===== config.mk =====
export PLATFORM = sky130hd
export DESIGN_NAME = multiword_adder_ctrl
export DESIGN_NICKNAME = d
export VERILOG_FILES = /design/src/rtl/multiword_adder_ctrl.sv
export SDC_FILE = /design/constraint.sdc
export NUM_CORES = 1
export LEC_CHECK = 0
export ABC_AREA = 0
export CORE_ASPECT_RATIO = 2
export CORE_MARGIN = 2
export CORE_UTILIZATION = 46
export CTS_BUF_LIST = sky130_fd_sc_hd__clkbuf_4 sky130_fd_sc_hd__clkbuf_8 sky130_fd_sc_hd__clkbuf_16
export DETAILED_ROUTE_END_ITERATION = 8
export PLACE_DENSITY = 0.71
export SYNTH_ARGS = -nofsm -noshare
export SYNTH_HDL_FRONTEND = slang
export SYNTH_SLANG_ARGS = --single-unit

===== constraint.sdc =====
create_clock -name clk -period 8.5 [get_ports clk]
set_clock_uncertainty 0.2 [all_clocks]
set_input_delay 0.85 -clock clk [delete_from_list [all_inputs] [get_ports clk]]
set_output_delay 0.85 -clock clk [all_outputs]
set_load 0.02 [all_outputs]

===== src/rtl/multiword_adder_ctrl.sv =====
// Multi-word adder sequencer: one W = N*WORDS bit addition is done by a single
// N-bit adder, one word per clock, least-significant word first.

module adder_n #(
    parameter int N = 4
) (
    input  logic [N-1:0] p,
    input  logic [N-1:0] q,
    input  logic         ci,
    output logic [N-1:0] s,
    output logic         co
);
    logic [N:0] total_s;

    assign total_s = {1'b0, p} + {1'b0, q} + {{N{1'b0}}, ci};
    assign s       = total_s[N-1:0];
    assign co      = total_s[N];
endmodule

module multiword_adder_ctrl #(
    parameter int N     = 4,
    parameter int WORDS = 4
) (
    input  logic                 clk,
    input  logic                 n_reset,
    input  logic                 start,
    input  logic [N*WORDS-1:0]   a,
    input  logic [N*WORDS-1:0]   b,
    input  logic                 cin,
    output logic                 busy,
    output logic                 done,
    output logic [N*WORDS-1:0]   sum,
    output logic                 cout
);
    localparam int W     = N * WORDS;
    localparam int IDX_W = (WORDS > 1) ? $clog2(WORDS) : 1;
    localparam logic [IDX_W-1:0] LAST_IDX = IDX_W'(WORDS - 1);

    typedef enum logic [1:0] {
        S_IDLE = 2'd0,
        S_RUN  = 2'd1,
        S_DONE = 2'd2
    } state_t;

    state_t             state_q, state_d;
    logic [IDX_W-1:0]   idx_q, idx_d;
    logic               carry_q, carry_d;
    logic [W-1:0]       a_q, a_d;
    logic [W-1:0]       b_q, b_d;
    logic [W-N-1:0]     part_q, part_d;
    logic [W-1:0]       sum_q, sum_d;
    logic               cout_q, cout_d;

    logic [N-1:0]       add_p_s, add_q_s, add_sum_s;
    logic               add_co_s;

    // Select the operand word addressed by idx for the shared adder.
    always_comb begin
        add_p_s = {N{1'b0}};
        add_q_s = {N{1'b0}};
        for (int w = 0; w < WORDS; w++) begin
            if (idx_q == IDX_W'(w)) begin
                add_p_s = a_q[w*N +: N];
                add_q_s = b_q[w*N +: N];
            end else begin
                add_p_s = add_p_s;
                add_q_s = add_q_s;
            end
        end
    end

    adder_n #(.N(N)) u_adder (
        .p  (add_p_s),
        .q  (add_q_s),
        .ci (carry_q),
        .s  (add_sum_s),
        .co (add_co_s)
    );

    // Next-state logic: accept in IDLE/DONE, step one word per cycle in RUN.
    always_comb begin
        state_d = state_q;
        idx_d   = idx_q;
        carry_d = carry_q;
        a_d     = a_q;
        b_d     = b_q;
        part_d  = part_q;
        sum_d   = sum_q;
        cout_d  = cout_q;
        case (state_q)
            S_IDLE, S_DONE: begin
                if (start) begin
                    a_d     = a;
                    b_d     = b;
                    carry_d = cin;
                    idx_d   = {IDX_W{1'b0}};
                    state_d = S_RUN;
                end else begin
                    state_d = S_IDLE;
                end
            end
            S_RUN: begin
                carry_d = add_co_s;
                for (int w = 0; w < WORDS - 1; w++) begin
                    if (idx_q == IDX_W'(w)) begin
                        part_d[w*N +: N] = add_sum_s;
                    end else begin
                        part_d[w*N +: N] = part_q[w*N +: N];
                    end
                end
                // The MS word goes straight into sum so partial words never reach the port.
                if (idx_q == LAST_IDX) begin
                    sum_d   = {add_sum_s, part_q};
                    cout_d  = add_co_s;
                    idx_d   = {IDX_W{1'b0}};
                    state_d = S_DONE;
                end else begin
                    idx_d   = idx_q + IDX_W'(1);
                end
            end
            default: begin
                state_d = S_IDLE;
                idx_d   = {IDX_W{1'b0}};
            end
        endcase
    end

    // State and datapath registers with asynchronous clear.
    always_ff @(posedge clk or negedge n_reset) begin
        if (!n_reset) begin
            state_q <= S_IDLE;
            idx_q   <= {IDX_W{1'b0}};
            carry_q <= 1'b0;
            a_q     <= {W{1'b0}};
            b_q     <= {W{1'b0}};
            part_q  <= {(W-N){1'b0}};
            sum_q   <= {W{1'b0}};
            cout_q  <= 1'b0;
        end else begin
            state_q <= state_d;
            idx_q   <= idx_d;
            carry_q <= carry_d;
            a_q     <= a_d;
            b_q     <= b_d;
            part_q  <= part_d;
            sum_q   <= sum_d;
            cout_q  <= cout_d;
        end
    end

    assign busy = (state_q == S_RUN);
    assign done = (state_q == S_DONE);
    assign sum  = sum_q;
    assign cout = cout_q;
endmodule


==> results.txt <==
Status = finished clean
Area of the multi-input gates = 0.001265 mm2
Final max-slew violation count = 0
Static Leak = 1.795 nW
Cts bufs inserted = 9
Top-level port count = 55
Area Growth Syn to Fin = 28.10%
FF-to-FF setup slack = 5.37 ns
Die H = 119.4 um
Crit share post-route = 0.3688
Register bit total from synthesis = 66
TritonCTS clock tree = built
Post-synthesis sequential area ratio = 0.5392
Register area = 0.001652 mm2
HP Class = flip-flop to flip-flop
Worst Path Required = 8.50 ns
FFs w/ async S/R, synth = 1.000
Clock root buffer = clkbuf_16
Commonest non-fill, non-tap cell in the layout = dfrtp_1
Critical R2R Capture = cout$_DFFE_PN0P_
Maximum vdd drop = 0.2270 mV
DR pass1 iterations = 4
Top FF cell, synth = dfrtp_1
Reg-to-Reg Start = idx_q[1]$_DFFE_PN0P_
Antenna-violating nets left = 0
Synthesis warning total = 0
Detailed Route Iter0 Violations = 120
Clk pin slew, worst setup/hold paths = 0.05 ns
TNS Setup = 0 ns
Layout Cell Area excl Fill = 0.003924 mm2
Final hold violations = 0
R2R depth = 11
Worst-path fanout max = 14
Final Net Count = 364
Fill count = 591
Tmin final = 3.135 ns
Setup WS pre-CTS = 5.408 ns
DRC Markers = 0
Hold_buf cts = 0
Critical Path Start Type = flip-flop
Ant. Diodes = 0
Initial core utilization = 0.4700
Synth unique cells = 36
Hpwl dp = 4269 um
H-tree depth = 3
Power Density = 443.0 mW/mm2
CP Capture Type = flip-flop
Commonest cells after routing, fill and taps aside = dfrtp_1, nand2_1, clkdlybuf4s50_1, mux2_2, o21ai_0
Post-cts resize count = 0
Kind of critical path = flip-flop to flip-flop
Unrepaired setup endpoints after global routing = no
Vias in the first global route = 2108
GRT Total Usage = 0.1837
Synthesized area = 0.003063 mm2
Share of layout cells above drive strength 1 = 0.1790
Routability cong. = 0.8014
Slew headroom = 0.3519
Worst-Margin Slew = 0.9701 ns
Site row count = 42
IO Port Bufs = 54
Final design utilization = 0.6022
PnR worst setup slack = 5.365 ns
Insertion delay to the later sink of the worst-skew pair = 0.33 ns
CP endpoint = cout$_DFFE_PN0P_
# clock sinks = 66
Setup crit start = idx_q[1]$_DFFE_PN0P_
Routed WL = 6140 um
Setup Buffers After CTS = 0
Dpl cells = 396
First-pass GRT wire length = 9880 um
Routed vias/inst = 5.175
Maximum capacitance violations = 0
Antenna violations before repair = 0
Avg WL per Cell = 14.90 um
Syn Nets = 311
Gr ovfl total = 0
Fin cells = 412
Via count = 2132
Die width = 61.70 um
Core ar. = 0.006516 mm2
Post-Synthesis Cells = 266
Die area = 0.007367 mm2
Syn avg cell area = 11.51 um2
DP Area = 0.003618 mm2
Final-report setup violation count = 0
Clock tree buffer depth = 2
Highest Clock Rate = 319.0 MHz
Largest net degree at the start of global routing = 67
Worst Path Arrival = 3.13 ns
EDFF count, synth = 0
flip-flops by register name, summed over array words and instances, names as in the netlist:
signal	count
b_q	16
part_q	12
idx_q	2
carry_q	1
a_q	16
cout	1
sum	16
state_q	2
critical path, stage by stage (launching register included):
cell     delay (ns)
dfrtp_1        0.40
inv_1          0.11
ha_1           0.54
nor2b_4        0.10
a221o_1        0.35
a22oi_2        0.15
fa_1           0.21
inv_1          0.06
fa_1           0.40
a21o_1         0.19
a21oi_1        0.20
o21ai_0        0.10
cell type report:
type | count | share of cell area
Clock buffer | 11 | 0.06441
Tap cell | 88 | 0.02806
Timing Repair Buffer | 55 | 0.1384
Multi-Input combinational cell | 174 | 0.3224
Inverter | 13 | 0.01244
Clock inverter | 5 | 0.01339
Sequential cell | 66 | 0.4209
layer usage:
layer | GRT usage | vias up | wire length [um]
met5 | 0 | - | 0
met1 | 0.2403 | 1045 | 2641
li1 | - | 1018 | -
met4 | 0.08777 | 0 | 142
met3 | 0.05320 | 9 | 342
met2 | 0.2730 | 60 | 3013
power breakdown:
part | internal, mW | total, mW | switching (mW) | leakage [nW]
sequential | 0.470 | 0.566 | 0.0965 | 0.807
clock | 0.241 | 0.367 | 0.126 | 0.151
combinational | 0.373 | 0.805 | 0.431 | 0.838
synth_stat cells (all sizes together), types with 2 or more instances:
master   n  area share
nand2   61       0.075
a21oi   12       0.021
mux2i    2      0.0065
a22oi    2      0.0082
ha       7       0.029
buf     13       0.032
a221oi   2      0.0057
o31ai    3      0.0074
fa       2       0.013
nor2b    5       0.015
inv     13       0.016
nor4bb   2      0.0065
a22o     4       0.011
dfrtp   66        0.54
o21ai   19       0.031
mux2    29        0.11
a221o    2      0.0065
a211oi   3      0.0074
nand3b   6       0.029
a211o    4       0.011
nand2b   2      0.0041
cells by family (layout without fill, tap and decap cells):
group	Yosys count	count (layout)	share of synthesized area
simple gates	79	79	0.1377
flops	66	66	0.5392
compound gates	54	54	0.1176
mux	31	31	0.1132
buf+inv	26	84	0.04779
fa+ha+maj	9	9	0.04167
xor+xnor	1	1	0.002860
worst min-delay path by stage:
stage / startpoint / endpoint / cells past startpoint
after detailed placement: part_q[1]$_DFFE_PN0P_ / sum[1]$_DFFE_PN0P_ / 2
after global routing: part_q[0]$_DFFE_PN0P_ / sum[0]$_DFFE_PN0P_ / 2
after CTS: part_q[9]$_DFFE_PN0P_ / sum[9]$_DFFE_PN0P_ / 2
after global placement: part_q[4]$_DFFE_PN0P_ / sum[4]$_DFFE_PN0P_ / 2
final: part_q[9]$_DFFE_PN0P_ / sum[9]$_DFFE_PN0P_ / 2
after floorplan: part_q[1]$_DFFE_PN0P_ / sum[1]$_DFFE_PN0P_ / 2
through the flow:
| step | hold slack, ns | power [mW] |
|---|---|---|
| 2_1_floorplan | 0.2331 | 1.138 |
| 3_3_place_gp | 0.2535 | 1.350 |
| 3_5_place_dp | 0.2575 | 1.377 |
| 4_1_cts | 0.2698 | 1.755 |
| 5_1_grt | 0.2975 | 1.862 |
| 6_report | 0.2640 | 1.738 |
Power figures use the tool's default switching activity.
